$ cat src/rtl/trisc_mem_arbiter_if.sv
// trisc_mem_arbiter_if: request, grant and RAM bus signals shared by the CPU FSM, the loader and the RAM arbiter.
interface trisc_mem_arbiter_if #(
  parameter int AW = 4,
  parameter int DW = 8
) ();
  logic          cpu_req;
  logic          cpu_we;
  logic [AW-1:0] cpu_addr;
  logic [DW-1:0] cpu_wdata;
  logic          cpu_gnt;
  logic          cpu_done;
  logic          ldr_req;
  logic          ldr_we;
  logic [AW-1:0] ldr_addr;
  logic [DW-1:0] ldr_wdata;
  logic          ldr_lock;
  logic          ldr_gnt;
  logic          ldr_done;
  logic [DW-1:0] rdata;
  logic          mem_en;
  logic          mem_we;
  logic [AW-1:0] mem_addr;
  logic [DW-1:0] mem_wdata;
  logic [DW-1:0] mem_rdata;
  logic          busy;
  modport slave (
    input  cpu_req, cpu_we, cpu_addr, cpu_wdata,
    input  ldr_req, ldr_we, ldr_addr, ldr_wdata, ldr_lock,
    input  mem_rdata,
    output cpu_gnt, cpu_done, ldr_gnt, ldr_done, rdata,
    output mem_en, mem_we, mem_addr, mem_wdata, busy
  );
  modport master (
    output cpu_req, cpu_we, cpu_addr, cpu_wdata,
    output ldr_req, ldr_we, ldr_addr, ldr_wdata, ldr_lock,
    output mem_rdata,
    input  cpu_gnt, cpu_done, ldr_gnt, ldr_done, rdata,
    input  mem_en, mem_we, mem_addr, mem_wdata, busy
  );
endinterface

$ cat src/rtl/trisc_mem_arbiter.sv
// trisc_mem_arbiter: round-robin arbiter giving the CPU FSM or the program loader fixed WAIT-cycle
// transactions on the single-port TRISC RAM; every output is registered.
module trisc_mem_arbiter #(
  parameter int AW   = 4,
  parameter int DW   = 8,
  parameter int WAIT = 2
) (
  input logic             SysClock,
  input logic             StartStop,
  trisc_mem_arbiter_if.slave bus
);
  localparam int CW = (WAIT > 1) ? $clog2(WAIT) : 1;
  localparam logic [CW-1:0] CNT_LAST = CW'(WAIT - 1);
  typedef enum logic [1:0] {IDLE = 2'd0, ACCESS = 2'd1, DONE = 2'd2} state_t;
  state_t state_q, state_d;
  logic [CW-1:0] cnt_q, cnt_d;
  logic          last_q, last_d;
  logic          we_q, we_d;
  logic [AW-1:0] addr_q, addr_d;
  logic [DW-1:0] wdata_q, wdata_d;
  logic [DW-1:0] rdata_q, rdata_d;
  logic          cpu_gnt_q, cpu_gnt_d;
  logic          ldr_gnt_q, ldr_gnt_d;
  logic          cpu_done_q, cpu_done_d;
  logic          ldr_done_q, ldr_done_d;
  logic          mem_en_q, mem_en_d;
  logic          mem_we_q, mem_we_d;
  logic          busy_q, busy_d;
  logic          cpu_elig, ldr_elig, grant, pick_ldr, take, acc_end;
  always_ff @(posedge SysClock)
    if (!StartStop) state_q <= IDLE;
    else state_q <= state_d;
  // last_q/owner encoding: 1 = loader, 0 = CPU; reset to loader so the CPU wins the first tie
  always_comb begin
    cpu_elig = bus.cpu_req & ~bus.ldr_lock;
    ldr_elig = bus.ldr_req;
    grant    = cpu_elig | ldr_elig;
    pick_ldr = ldr_elig & (~cpu_elig | ~last_q);
    take     = (state_q == IDLE) && grant;
    acc_end  = (state_q == ACCESS) && (cnt_q == CNT_LAST);
    state_d  = (state_q == IDLE)   ? (grant ? ACCESS : IDLE) :
               (state_q == ACCESS) ? (acc_end ? DONE : ACCESS) : IDLE;
  end
  always_comb begin
    last_d  = take ? pick_ldr : last_q;
    we_d    = take ? (pick_ldr ? bus.ldr_we : bus.cpu_we) : we_q;
    addr_d  = take ? (pick_ldr ? bus.ldr_addr : bus.cpu_addr) : addr_q;
    wdata_d = take ? (pick_ldr ? bus.ldr_wdata : bus.cpu_wdata) : wdata_q;
    cnt_d   = (state_q == ACCESS) ? cnt_q + CW'(1) : '0;
    rdata_d = (acc_end && !we_q) ? bus.mem_rdata : rdata_q;
  end
  // outputs are derived from the next state so they appear registered in the cycle they describe
  always_comb begin
    busy_d     = state_d != IDLE;
    mem_en_d   = state_d == ACCESS;
    mem_we_d   = mem_en_d & we_d;
    cpu_gnt_d  = busy_d & ~last_d;
    ldr_gnt_d  = busy_d & last_d;
    cpu_done_d = (state_d == DONE) & ~last_d;
    ldr_done_d = (state_d == DONE) & last_d;
  end
  always_ff @(posedge SysClock)
    if (!StartStop) begin
      cnt_q      <= '0;
      last_q     <= 1'b1;
      we_q       <= 1'b0;
      addr_q     <= '0;
      wdata_q    <= '0;
      rdata_q    <= '0;
      cpu_gnt_q  <= 1'b0;
      ldr_gnt_q  <= 1'b0;
      cpu_done_q <= 1'b0;
      ldr_done_q <= 1'b0;
      mem_en_q   <= 1'b0;
      mem_we_q   <= 1'b0;
      busy_q     <= 1'b0;
    end else begin
      cnt_q      <= cnt_d;
      last_q     <= last_d;
      we_q       <= we_d;
      addr_q     <= addr_d;
      wdata_q    <= wdata_d;
      rdata_q    <= rdata_d;
      cpu_gnt_q  <= cpu_gnt_d;
      ldr_gnt_q  <= ldr_gnt_d;
      cpu_done_q <= cpu_done_d;
      ldr_done_q <= ldr_done_d;
      mem_en_q   <= mem_en_d;
      mem_we_q   <= mem_we_d;
      busy_q     <= busy_d;
    end
  assign bus.cpu_gnt   = cpu_gnt_q;
  assign bus.ldr_gnt   = ldr_gnt_q;
  assign bus.cpu_done  = cpu_done_q;
  assign bus.ldr_done  = ldr_done_q;
  assign bus.rdata     = rdata_q;
  assign bus.mem_en    = mem_en_q;
  assign bus.mem_we    = mem_we_q;
  assign bus.mem_addr  = addr_q;
  assign bus.mem_wdata = wdata_q;
  assign bus.busy      = busy_q;
endmodule
$ cat src/flat_wrapper.sv
// flat-port wrapper written by rule: the top's interface ports become plain ports
module trisc_mem_arbiter_flat 
#(
  parameter int AW   = 4,
  parameter int DW   = 8,
  parameter int WAIT = 2
)
  (SysClock, StartStop, bus_cpu_req, bus_cpu_we, bus_cpu_addr, bus_cpu_wdata, bus_ldr_req, bus_ldr_we, bus_ldr_addr, bus_ldr_wdata, bus_ldr_lock, bus_mem_rdata, bus_cpu_gnt, bus_cpu_done, bus_ldr_gnt, bus_ldr_done, bus_rdata, bus_mem_en, bus_mem_we, bus_mem_addr, bus_mem_wdata, bus_busy);
  trisc_mem_arbiter_if #(.AW(AW), .DW(DW)) bus_i ();
  input logic SysClock;
  input logic StartStop;
  input wire logic [$bits(bus_i.cpu_req)-1:0] bus_cpu_req;
  input wire logic [$bits(bus_i.cpu_we)-1:0] bus_cpu_we;
  input wire logic [$bits(bus_i.cpu_addr)-1:0] bus_cpu_addr;
  input wire logic [$bits(bus_i.cpu_wdata)-1:0] bus_cpu_wdata;
  input wire logic [$bits(bus_i.ldr_req)-1:0] bus_ldr_req;
  input wire logic [$bits(bus_i.ldr_we)-1:0] bus_ldr_we;
  input wire logic [$bits(bus_i.ldr_addr)-1:0] bus_ldr_addr;
  input wire logic [$bits(bus_i.ldr_wdata)-1:0] bus_ldr_wdata;
  input wire logic [$bits(bus_i.ldr_lock)-1:0] bus_ldr_lock;
  input wire logic [$bits(bus_i.mem_rdata)-1:0] bus_mem_rdata;
  output wire logic [$bits(bus_i.cpu_gnt)-1:0] bus_cpu_gnt;
  output wire logic [$bits(bus_i.cpu_done)-1:0] bus_cpu_done;
  output wire logic [$bits(bus_i.ldr_gnt)-1:0] bus_ldr_gnt;
  output wire logic [$bits(bus_i.ldr_done)-1:0] bus_ldr_done;
  output wire logic [$bits(bus_i.rdata)-1:0] bus_rdata;
  output wire logic [$bits(bus_i.mem_en)-1:0] bus_mem_en;
  output wire logic [$bits(bus_i.mem_we)-1:0] bus_mem_we;
  output wire logic [$bits(bus_i.mem_addr)-1:0] bus_mem_addr;
  output wire logic [$bits(bus_i.mem_wdata)-1:0] bus_mem_wdata;
  output wire logic [$bits(bus_i.busy)-1:0] bus_busy;
  assign bus_i.cpu_req = bus_cpu_req;
  assign bus_i.cpu_we = bus_cpu_we;
  assign bus_i.cpu_addr = bus_cpu_addr;
  assign bus_i.cpu_wdata = bus_cpu_wdata;
  assign bus_i.ldr_req = bus_ldr_req;
  assign bus_i.ldr_we = bus_ldr_we;
  assign bus_i.ldr_addr = bus_ldr_addr;
  assign bus_i.ldr_wdata = bus_ldr_wdata;
  assign bus_i.ldr_lock = bus_ldr_lock;
  assign bus_i.mem_rdata = bus_mem_rdata;
  assign bus_cpu_gnt = bus_i.cpu_gnt;
  assign bus_cpu_done = bus_i.cpu_done;
  assign bus_ldr_gnt = bus_i.ldr_gnt;
  assign bus_ldr_done = bus_i.ldr_done;
  assign bus_rdata = bus_i.rdata;
  assign bus_mem_en = bus_i.mem_en;
  assign bus_mem_we = bus_i.mem_we;
  assign bus_mem_addr = bus_i.mem_addr;
  assign bus_mem_wdata = bus_i.mem_wdata;
  assign bus_busy = bus_i.busy;
  trisc_mem_arbiter #(.AW(AW), .DW(DW), .WAIT(WAIT)) u_core (.SysClock(SysClock), .StartStop(StartStop), .bus(bus_i));
endmodule
$ cat config.mk
export PLATFORM = sky130hd
export DESIGN_NAME = trisc_mem_arbiter_flat
export DESIGN_NICKNAME = d
export VERILOG_FILES = /design/src/rtl/trisc_mem_arbiter_if.sv /design/src/rtl/trisc_mem_arbiter.sv /design/src/flat_wrapper.sv
export SDC_FILE = /design/constraint.sdc
export NUM_CORES = 1
export LEC_CHECK = 0
export CAP_MARGIN = 40
export CORE_MARGIN = 1.5
export CORE_UTILIZATION = 28
export CTS_CLUSTER_SIZE = 16
export DETAILED_ROUTE_END_ITERATION = 12
export GPL_TIMING_DRIVEN = 0
export HOLD_SLACK_MARGIN = 0.08
export PLACE_DENSITY = 0.71
export RECOVER_POWER = 100
export SLEW_MARGIN = 20
export SYNTH_ARGS = -nofsm -noshare
export SYNTH_HDL_FRONTEND = slang
export SYNTH_SLANG_ARGS = --single-unit
$ cat constraint.sdc
create_clock -name SysClock -period 2.65 [get_ports SysClock]
set_input_delay 0.53 -clock SysClock [delete_from_list [all_inputs] [get_ports SysClock]]
set_output_delay 0.53 -clock SysClock [all_outputs]
set_load 0.1 [all_outputs]
==> metrics.md, run 1 <==
| Metric | Value |
|---|---|
| First-pass GRT wire length | `5561 um` |
| Routed WL per cell | `11.79 um` |
| Core box area | `0.004294 mm2` |
| Cts hold-fix bufs | `0` |
| Later-pin clock latency in the skew report | `280 ps` |
| Vias per cell | `4.443` |
| #FFs+latches synth | `32` |
| Initial Util | `28.88%` |
| Cts repair resizes | `0` |
| Post-synthesis sequential area ratio | `51.66%` |
| Min Tclk post-route | `2090 ps` |
| Root buf cell | `clkbuf_8` |
| Worst path cell trace | `clkdlybuf4s50_1, clkbuf_2` |
| Cell Area, Synth | `0.001240 mm2` |
| CTS tree | `built` |
| Cell variety after synth | `23` |
| Area of the multi-input gates | `518.0 um2` |
| Synth-to-Final Area Change | `96.97%` |
| Syn Area/Cell | `10.42 um2` |
| Most common cell after layout, fill and taps aside | `clkdlybuf4s50_1` |
| DRC viols | `0` |
| Worst Hold End | `u_core.bus.mem_we` |
| Crit path kind | `reg -> out` |
| Antenna fix cells | `0` |
| CTS buffer count | `5` |
| Worst r2r src | `u_core.state_q[0]` |
| Worst Path Buf+Inv | `2` |
| Slew @ Worst Pin | `544.9 ps` |
| Maximum achievable frequency | `478.6 MHz` |
| Worst-path clk slew | `70 ps` |
| Crit path DAT | `1560 ps` |
| Worst setup SP type | `register` |
| I/O Pins | `66` |
| Unrepaired setup endpoints after global routing | `no` |
| Max clock buf depth | `2` |
| Worst reg2reg path depth | `5` |
| Hold Startpoint | `u_core.we_q` |
| GR Util All Layers | `14.55%` |
| Slew headroom | `63.21%` |
| R2R Setup Slk | `1020 ps` |
| # fillers | `366` |
| Mapped Cells | `119` |
| Worst Hold Class | `reg -> reg` |
| H-tree levels | `2` |
| Vias in the first global route | `1,275` |
| Post-DP Area | `0.002424 mm2` |
| Gr ovfl total | `0` |
| Largest net degree at the start of global routing | `11` |
| Slowest Stage Delay on Critical Path | `490 ps` |
| Slowest-stage cell, CP | `clkdlybuf4s50_1` |
| Leakage | `1.014 nW` |
| Family with the most delay on the worst path | `buffers and inverters` |
| Setup bufs post-CTS | `0` |
| PwrDens | `682.0 mW/mm2` |
| Syn Nets | `158` |
| Post-route cell area | `0.002442 mm2` |
| Final WL | `3195 um` |
| First DRT Iteration DRCs | `19` |
| Share of cells above drive strength 1 | `17.35%` |
| Setup violators final | `0` |
| CP Data Required Time | `2120 ps` |
| Hold slack | `472.4 ps` |
| Final Hold Viols | `0` |
| Clock Sinks | `32` |
| Max-cap viol count | `0` |
| Setup TNS | `0 ps` |
| Die span in x | `69.55 um` |
| Nets | `257` |
| Die area | `0.004837 mm2` |
| Status | `complete, no violations` |
| Global placer's final weighted congestion | `0.6598` |
| Row count | `24` |
| DR vias | `1,204` |
| Maximum vdd drop | `0.0004668 V` |
| Worst Hold Depth | `1` |
| Detail Placement HPWL | `2466 um` |
| YS warnings | `0` |
| Setup Skew | `3.797 ps` |
| Antenna violations before repair | `0` |
| Register area | `640.6 um2` |
| First drt pass iteration count | `4` |
| Setup crit end kind | `primary output` |
| Port bufs | `65` |
| Max Slew Vio Count | `0` |
| Final period util | `78.85%` |
| Critical path peak fanout | `2` |
| Stages on worst setup path | `2` |
| Routed Antenna Nets | `0` |
| Die Ht | `69.55 um` |
| RR Endpoint | `u_core.bus.rdata[1]` |
| Most frequent cells in the layout | `58 x clkdlybuf4s50_1, 32 x dfxtp_1, 21 x mux2i_1` |
sequential cells by signal, summed over array words and instances (netlist names):
| signal | cells |
|---|---|
| u_core.bus.mem_en | 1 |
| u_core.bus.ldr_gnt | 1 |
| u_core.bus.ldr_done | 1 |
| u_core.bus.busy | 1 |
| u_core.bus.mem_wdata | 8 |
| u_core.bus.cpu_gnt | 1 |
| u_core.bus.mem_we | 1 |
| u_core.we_q | 1 |
| u_core.bus.mem_addr | 4 |
| u_core.bus.cpu_done | 1 |
| u_core.cnt_q | 1 |
| u_core.last_q | 1 |
| u_core.state_q | 2 |
| u_core.bus.rdata | 8 |
layout make-up:
class	instances	share of cell area, %
Inverter	3	0.4611
Timing Repair Buffer	92	42.93
Clock buffer	6	2.971
Multi-Input combinational cell	77	21.21
Clock inverter	2	1.434
Tap cell	52	2.664
Sequential cell	32	26.23
Buffer	7	2.100
worst reg2reg max path: cells and delay by family (launching register included):
family,cells,cell delay (ps)
flip-flops,1,360
multiplexers,1,260
AND/OR/NAND/NOR,3,480
buffers and inverters,1,430
how the worst max path moves through the flow:
| stage | startpoint | end | slack (ps) |
|---|---|---|---|
| 2_1_floorplan | u_core.bus.rdata[0] | bus_rdata[0] | 1200 |
| 3_3_place_gp | bus_cpu_req | u_core.bus.mem_addr[1] | 600 |
| 3_5_place_dp | bus_cpu_req | u_core.bus.mem_wdata[0] | 580 |
| 4_1_cts | u_core.bus.mem_addr[3] | bus_mem_addr[3] | 710 |
| 5_1_grt | bus_ldr_lock | u_core.bus.mem_wdata[5] | 390 |
| 6_report | u_core.bus.mem_wdata[3] | bus_mem_wdata[3] | 560 |
cells in the mapped netlist, drive strengths merged:
master,number,share of area [%]
a21bo,1,0.81
a21oi,14,5.7
a31o,1,0.71
a31oi,1,0.50
and3b,1,0.71
buf,4,3.8
clkbuf,3,0.91
dfxtp,32,52
inv,3,0.91
mux2i,21,17
nand2,3,0.91
nand3,1,0.40
nor2,6,2.0
nor2b,10,5.9
o21a,1,0.71
o21ai,15,6.1
o2bb2ai,1,0.71
o311ai,1,0.71
metal layers:
metal / share of wire (%) / track usage (%)
met1: 43 / 17.11
met2: 51 / 24.89
met3: 6.1 / 4.506
met4: 0.56 / 5.229
met5: 0 / 0
metrics by stage:
step                      worst slack (ps)  cells  power, mW  utilization, %
final                                560.5    271      1.666           56.88
after global routing                 391.5    271      1.728           56.88
after CTS                            713.8    271      1.706           58.95
after global placement               604.3    236      1.095           45.54
after floorplan                       1196    119     0.9387               -
after detailed placement             575.2    263      1.254           56.44
where the power goes:
group,internal (mW),leakage (nW),switching [mW]
logic,0.268,0.696,0.400
registers,0.528,0.263,0.0210
clock network,0.279,0.0552,0.170
total,1.07,1.01,0.591
logic make-up (layout without fill, tap and decap cells):
family                 after synthesis  after routing  synth area share (%)
AOI/OAI and AO/OA                   35             35                 15.84
DFF                                 32             32                 51.66
muxes                               21             21                 16.95
and+or+nand+nor                     21             21                 9.889
buffers and inverters               10            110                 5.650
Power figures use the tool's default switching activity.
==> inputs of run 2 (changes only) <==
- clock period: 2.65 -> 1.95 ns (I/O delays scaled with it)
==> run 2 against run 1 <==
Net effect: worst setup slack worse by 460 ps; clock power grew 36%; clock skew barely moved; total power grew 33%; critical endpoint is now bus_mem_addr[3]; sequential power up 36%; largest power group unchanged; critical path depth is the same.
==> metrics.md, run 2 (synthesized netlist as in run 1, its figures left out) <==
| Metric | Value |
|---|---|
| I/O Pins | `66` |
| Routed Antenna Nets | `0` |
| Worst Hold Class | `reg -> reg` |
| Max-cap viol count | `0` |
| Largest net degree at the start of global routing | `11` |
| Slowest Stage Delay on Critical Path | `650 ps` |
| Max Slew Vio Count | `0` |
| Initial Util | `28.88%` |
| Maximum vdd drop | `0.0006364 V` |
| Final period util | `94.96%` |
| Critical path peak fanout | `2` |
| R2R Setup Slk | `320 ps` |
| First-pass GRT wire length | `5561 um` |
| Die Ht | `69.55 um` |
| Synth-to-Final Area Change | `90.01%` |
| Setup crit end kind | `primary output` |
| Antenna violations before repair | `0` |
| Placed cell count | `263` |
| Slew headroom | `63.25%` |
| Nets | `257` |
| Detail Placement HPWL | `2466 um` |
| Unrepaired setup endpoints after global routing | `no` |
| CP Data Required Time | `1560 ps` |
| DR vias | `1,212` |
| Die area | `0.004837 mm2` |
| Gr ovfl total | `0` |
| Vias in the first global route | `1,275` |
| Global placer's final weighted congestion | `0.6598` |
| Port bufs | `65` |
| Setup bufs post-CTS | `0` |
| Leakage | `0.9805 nW` |
| Slew @ Worst Pin | `544.3 ps` |
| Setup Skew | `4.278 ps` |
| PwrDens | `942.6 mW/mm2` |
| Worst Path Buf+Inv | `2` |
| Final WL | `3185 um` |
| Crit path kind | `reg -> out` |
| Crit path launch | `u_core.bus.mem_addr[3]` |
| Finished Layout Cells | `271` |
| Row count | `24` |
| Worst r2r src | `u_core.state_q[0]` |
| RR Endpoint | `u_core.bus.rdata[1]` |
| Family with the most delay on the worst path | `buffers and inverters` |
| Worst setup SP type | `register` |
| Most frequent cells in the layout | `60 x clkdlybuf4s50_1, 32 x dfxtp_1, 22 x clkbuf_4` |
| Die span in x | `69.55 um` |
| Clock Sinks | `32` |
| Min Tclk post-route | `1852 ps` |
| Most common cell after layout, fill and taps aside | `clkdlybuf4s50_1` |
| Status | `complete, no violations` |
| Maximum achievable frequency | `540.1 MHz` |
| Critical Path Sink | `bus_mem_addr[3]` |
| Max clock buf depth | `2` |
| Crit path DAT | `1460 ps` |
| Share of cells above drive strength 1 | `18.26%` |
| Routed WL per cell | `11.75 um` |
| Slowest-stage cell, CP | `dlygate4sd3_1` |
| CTS buffer count | `5` |
| Final Hold Viols | `0` |
| DRC viols | `0` |
| Vias per cell | `4.472` |
| Setup TNS | `0 ps` |
| Cts repair resizes | `0` |
| H-tree levels | `2` |
| Core box area | `0.004294 mm2` |
| Worst reg2reg path depth | `5` |
| Stages on worst setup path | `2` |
| Setup violators final | `0` |
| Root buf cell | `clkbuf_8` |
| # fillers | `393` |
| First drt pass iteration count | `4` |
| Cts hold-fix bufs | `0` |
| First DRT Iteration DRCs | `23` |
| Worst-path clk slew | `60 ps` |
| CTS tree | `built` |
| Later-pin clock latency in the skew report | `280 ps` |
| Worst path cell trace | `dlygate4sd3_1, buf_16` |
| GR Util All Layers | `14.55%` |
| Antenna fix cells | `0` |
==> run 2: changes by cell type in the layout (fill, tap and decap cells not counted), sizes merged <==
cell / before / now
dlygate4sd3: 7 / 5
clkbuf: 17 / 32
buf: 23 / 8
clkdlybuf4s50: 58 / 60
==> run 2: power by group <==
group          internal [mW]  leakage, nW  switching (mW)
Sequential             0.717        0.263          0.0289
Combinational          0.330        0.662           0.533
Clock                  0.379       0.0552           0.233
Total                   1.43        0.980           0.795
==> run 2: worst min-delay path by stage <==
stage | slack [ps] | endpoint | startpoint | cells past startpoint
after CTS | 470 | u_core.bus.mem_we | u_core.we_q | 1
after global routing | 500 | u_core.bus.mem_we | u_core.we_q | 1
final | 480 | u_core.bus.mem_we | u_core.we_q | 1
after floorplan | 440 | u_core.bus.mem_we | u_core.we_q | 1
after global placement | 470 | u_core.bus.mem_we | u_core.we_q | 1
after detailed placement | 460 | u_core.bus.mem_we | u_core.we_q | 1
==> run 2: layout make-up <==
| class | instances | area (um2) | share of cell area [%] |
|---|---|---|---|
| tap | 52 | 65.06 | 2.762 |
| inverter | 3 | 11.26 | 0.4780 |
| multi-input combinational | 77 | 526.8 | 22.36 |
| clock inverter | 2 | 35.03 | 1.487 |
| buffer | 7 | 51.30 | 2.177 |
| clock buffer | 6 | 72.57 | 3.080 |
| sequential | 32 | 640.6 | 27.19 |
| timing repair buffer | 92 | 953.4 | 40.47 |
==> run 2: per-stage QoR <==
stage	power, mW	setup WS, ps	hold slack (ps)	util [%]	instance area, um2
detailed placement	1.704	15.16	463.2	56.44	2424
global placement	1.488	44.27	466.8	45.54	1956
finish	2.221	98.37	477.7	54.87	2356
floorplan	1.276	634.4	441.4	-	1240
CTS	2.319	153.8	474.3	58.95	2531
global route	2.303	64.60	496.1	54.87	2356
==> run 2: per-layer routing <==
layer,global-route usage (%),wire length (um)
met5,0,0
met4,5.229,29
met3,4.506,246
met2,24.89,1586
met1,17.11,1322
==> run 2: worst reg2reg max path, delay by kind of cell (launching register included) <==
family	cells	cell delay, ps
AND/OR/NAND/NOR	3	480
flip-flops	1	360
multiplexers	1	260
buffers and inverters	1	430
==> inputs of run 3 (changes only) <==
- PLACE_DENSITY: 0.71 -> 0.7
- SLEW_MARGIN: 20 -> 40
==> run 3 against run 2 <==
Net effect: non-clock buffer count shrank 27; combinational power fell by 22%; maximum frequency increased by 8.6%; cell count down 10%; via count decreased by 11%; register-to-register slack gained 150 ps; utilization fell by 10 points; clock skew rose by 0.60 ps; first-iteration DRC count rose by 26%; count of clock-buffer cells in the layout decreased by 1; largest cell class is now registers.
==> metrics.md, run 3 (synthesized netlist as in run 1, its figures left out) <==
| Metric | Value |
|---|---|
| Status | `complete, no violations` |
| First drt pass iteration count | `4` |
| Antenna violations before repair | `0` |
| R2R Setup Slk | `470 ps` |
| Setup crit end kind | `register` |
| Port bufs | `65` |
| Worst r2r src | `u_core.state_q[1]` |
| Crit path launch | `bus_cpu_req` |
| Pre-CTS setup slack | `18.19 ps` |
| PwrDens | `1060 mW/mm2` |
| RR Endpoint | `u_core.bus.mem_addr[2]` |
| # fillers | `416` |
| Max-cap viol count | `0` |
| Synth-to-Final Area Change | `55.50%` |
| Max Slew Vio Count | `0` |
| Clock Sinks | `32` |
| H-tree levels | `2` |
| Worst setup SP type | `primary input` |
| Maximum achievable frequency | `586.6 MHz` |
| Max clock buf depth | `2` |
| Final WL | `2801 um` |
| Setup violators final | `0` |
| Worst setup margin | `245.2 ps` |
| Slew headroom | `58.94%` |
| Die span in x | `69.55 um` |
| Slew @ Worst Pin | `608.1 ps` |
| Routed WL per cell | `11.48 um` |
| Crit path kind | `in -> reg` |
| I/O Pins | `66` |
| Vias per cell | `4.422` |
| CTS buffer count | `5` |
| Leakage | `0.8377 nW` |
| DRC viols | `0` |
| Detail Placement HPWL | `2105 um` |
| Critical path peak fanout | `10` |
| Most frequent cells in the layout | `37 x clkdlybuf4s50_1, 32 x dfxtp_1, 27 x clkbuf_2` |
| Worst-path clk slew | `70 ps` |
| Share of cells above drive strength 1 | `21.35%` |
| Worst Hold Class | `reg -> reg` |
| Root buf cell | `clkbuf_8` |
| Cts hold-fix bufs | `0` |
| Setup Skew | `4.874 ps` |
| Later-pin clock latency in the skew report | `280 ps` |
| Min Tclk post-route | `1705 ps` |
| Crit path DAT | `1850 ps` |
| Setup bufs post-CTS | `0` |
| Area of the multi-input gates | `525.5 um2` |
| Worst Hold Depth | `1` |
| Nets | `230` |
| Worst reg2reg path depth | `4` |
| Worst Hold End | `u_core.bus.mem_we` |
| Die Ht | `69.55 um` |
| Gr ovfl total | `0` |
| First DRT Iteration DRCs | `29` |
| Cts repair resizes | `0` |
| Vias in the first global route | `1,101` |
| Most common cell after layout, fill and taps aside | `clkdlybuf4s50_1` |
| CTS tree | `built` |
| Routed Antenna Nets | `0` |
| Die area | `0.004837 mm2` |
| GR Util All Layers | `12.47%` |
| Row count | `24` |
| Final period util | `87.43%` |
| Core box area | `0.004294 mm2` |
| Initial Util | `28.88%` |
| First-pass GRT wire length | `4761 um` |
| CP Data Required Time | `2100 ps` |
| Unrepaired setup endpoints after global routing | `no` |
| Final Hold Viols | `0` |
| Global placer's final weighted congestion | `0.6884` |
| Hold Startpoint | `u_core.we_q` |
| Largest net degree at the start of global routing | `12` |
| Setup TNS | `0 ps` |
| DR vias | `1,079` |
| Register area | `640.6 um2` |
| Antenna fix cells | `0` |
| Maximum vdd drop | `0.0006172 V` |
==> run 3: cell types whose count changed in the layout (fill, tap and decap cells not counted) <==
cell	delta
buf_6	+1
clkinvlp_4	+1
o21a_2	-1
dlygate4sd3_1	-4
clkbuf_1	-2
buf_16	-5
o21a_1	+1
clkbuf_4	-22
clkdlybuf4s50_1	-23
clkbuf_2	+27
==> run 3: layout make-up <==
class	instances	area share, %
clock buffer	5	3.569
timing repair buffer	65	26.74
multi-input combinational	77	27.26
sequential	32	33.23
tap	52	3.374
inverter	3	0.5840
clock inverter	3	2.206
buffer	7	3.050
==> run 3: per-stage QoR <==
| stage | utilization (%) | instances | area, um2 | hold WS (ps) | power, mW |
|---|---|---|---|---|---|
| floorplan | - | 119 | 1240 | 441.4 | 1.276 |
| global placement | 45.54 | 236 | 1956 | 467.8 | 1.486 |
| detailed placement | 42.40 | 236 | 1821 | 468.8 | 1.441 |
| CTS | 44.99 | 244 | 1932 | 482.5 | 2.071 |
| global route | 44.90 | 244 | 1928 | 504.5 | 2.138 |
| finish | 44.90 | 244 | 1928 | 479.2 | 2.043 |
==> run 3: how the worst max path moves through the flow <==
| stage | depth (start not counted) | slack (ps) | to |
|---|---|---|---|
| after floorplan | 2 | 630 | u_core.bus.mem_addr[0] |
| after global placement | 5 | 30 | u_core.bus.mem_addr[1] |
| after detailed placement | 5 | 20 | u_core.bus.mem_addr[2] |
| after CTS | 5 | 320 | u_core.bus.mem_addr[2] |
| after global routing | 5 | 130 | u_core.bus.mem_wdata[2] |
| final | 5 | 250 | u_core.bus.mem_addr[2] |
==> run 3: metal layers <==
layer,up-vias,global-route usage (%),share of wire (%)
met1,470,14.19,43
met2,46,19.98,45
met5,-,0,0
li1,556,-,-
met3,7,5.087,9.1
met4,0,6.536,2.0
==> run 3: worst max-delay path, stage by stage <==
cell	delay, ps
clkdlybuf4s50_1	450
nor2b_4	180
o21a_1	320
clkbuf_1	390
a21oi_1	120
==> run 3: power by group <==
group,leakage [nW],switching (mW),internal (mW)
clock network,0.0541,0.245,0.378
logic,0.520,0.503,0.171
registers,0.263,0.0298,0.717
total,0.838,0.778,1.27
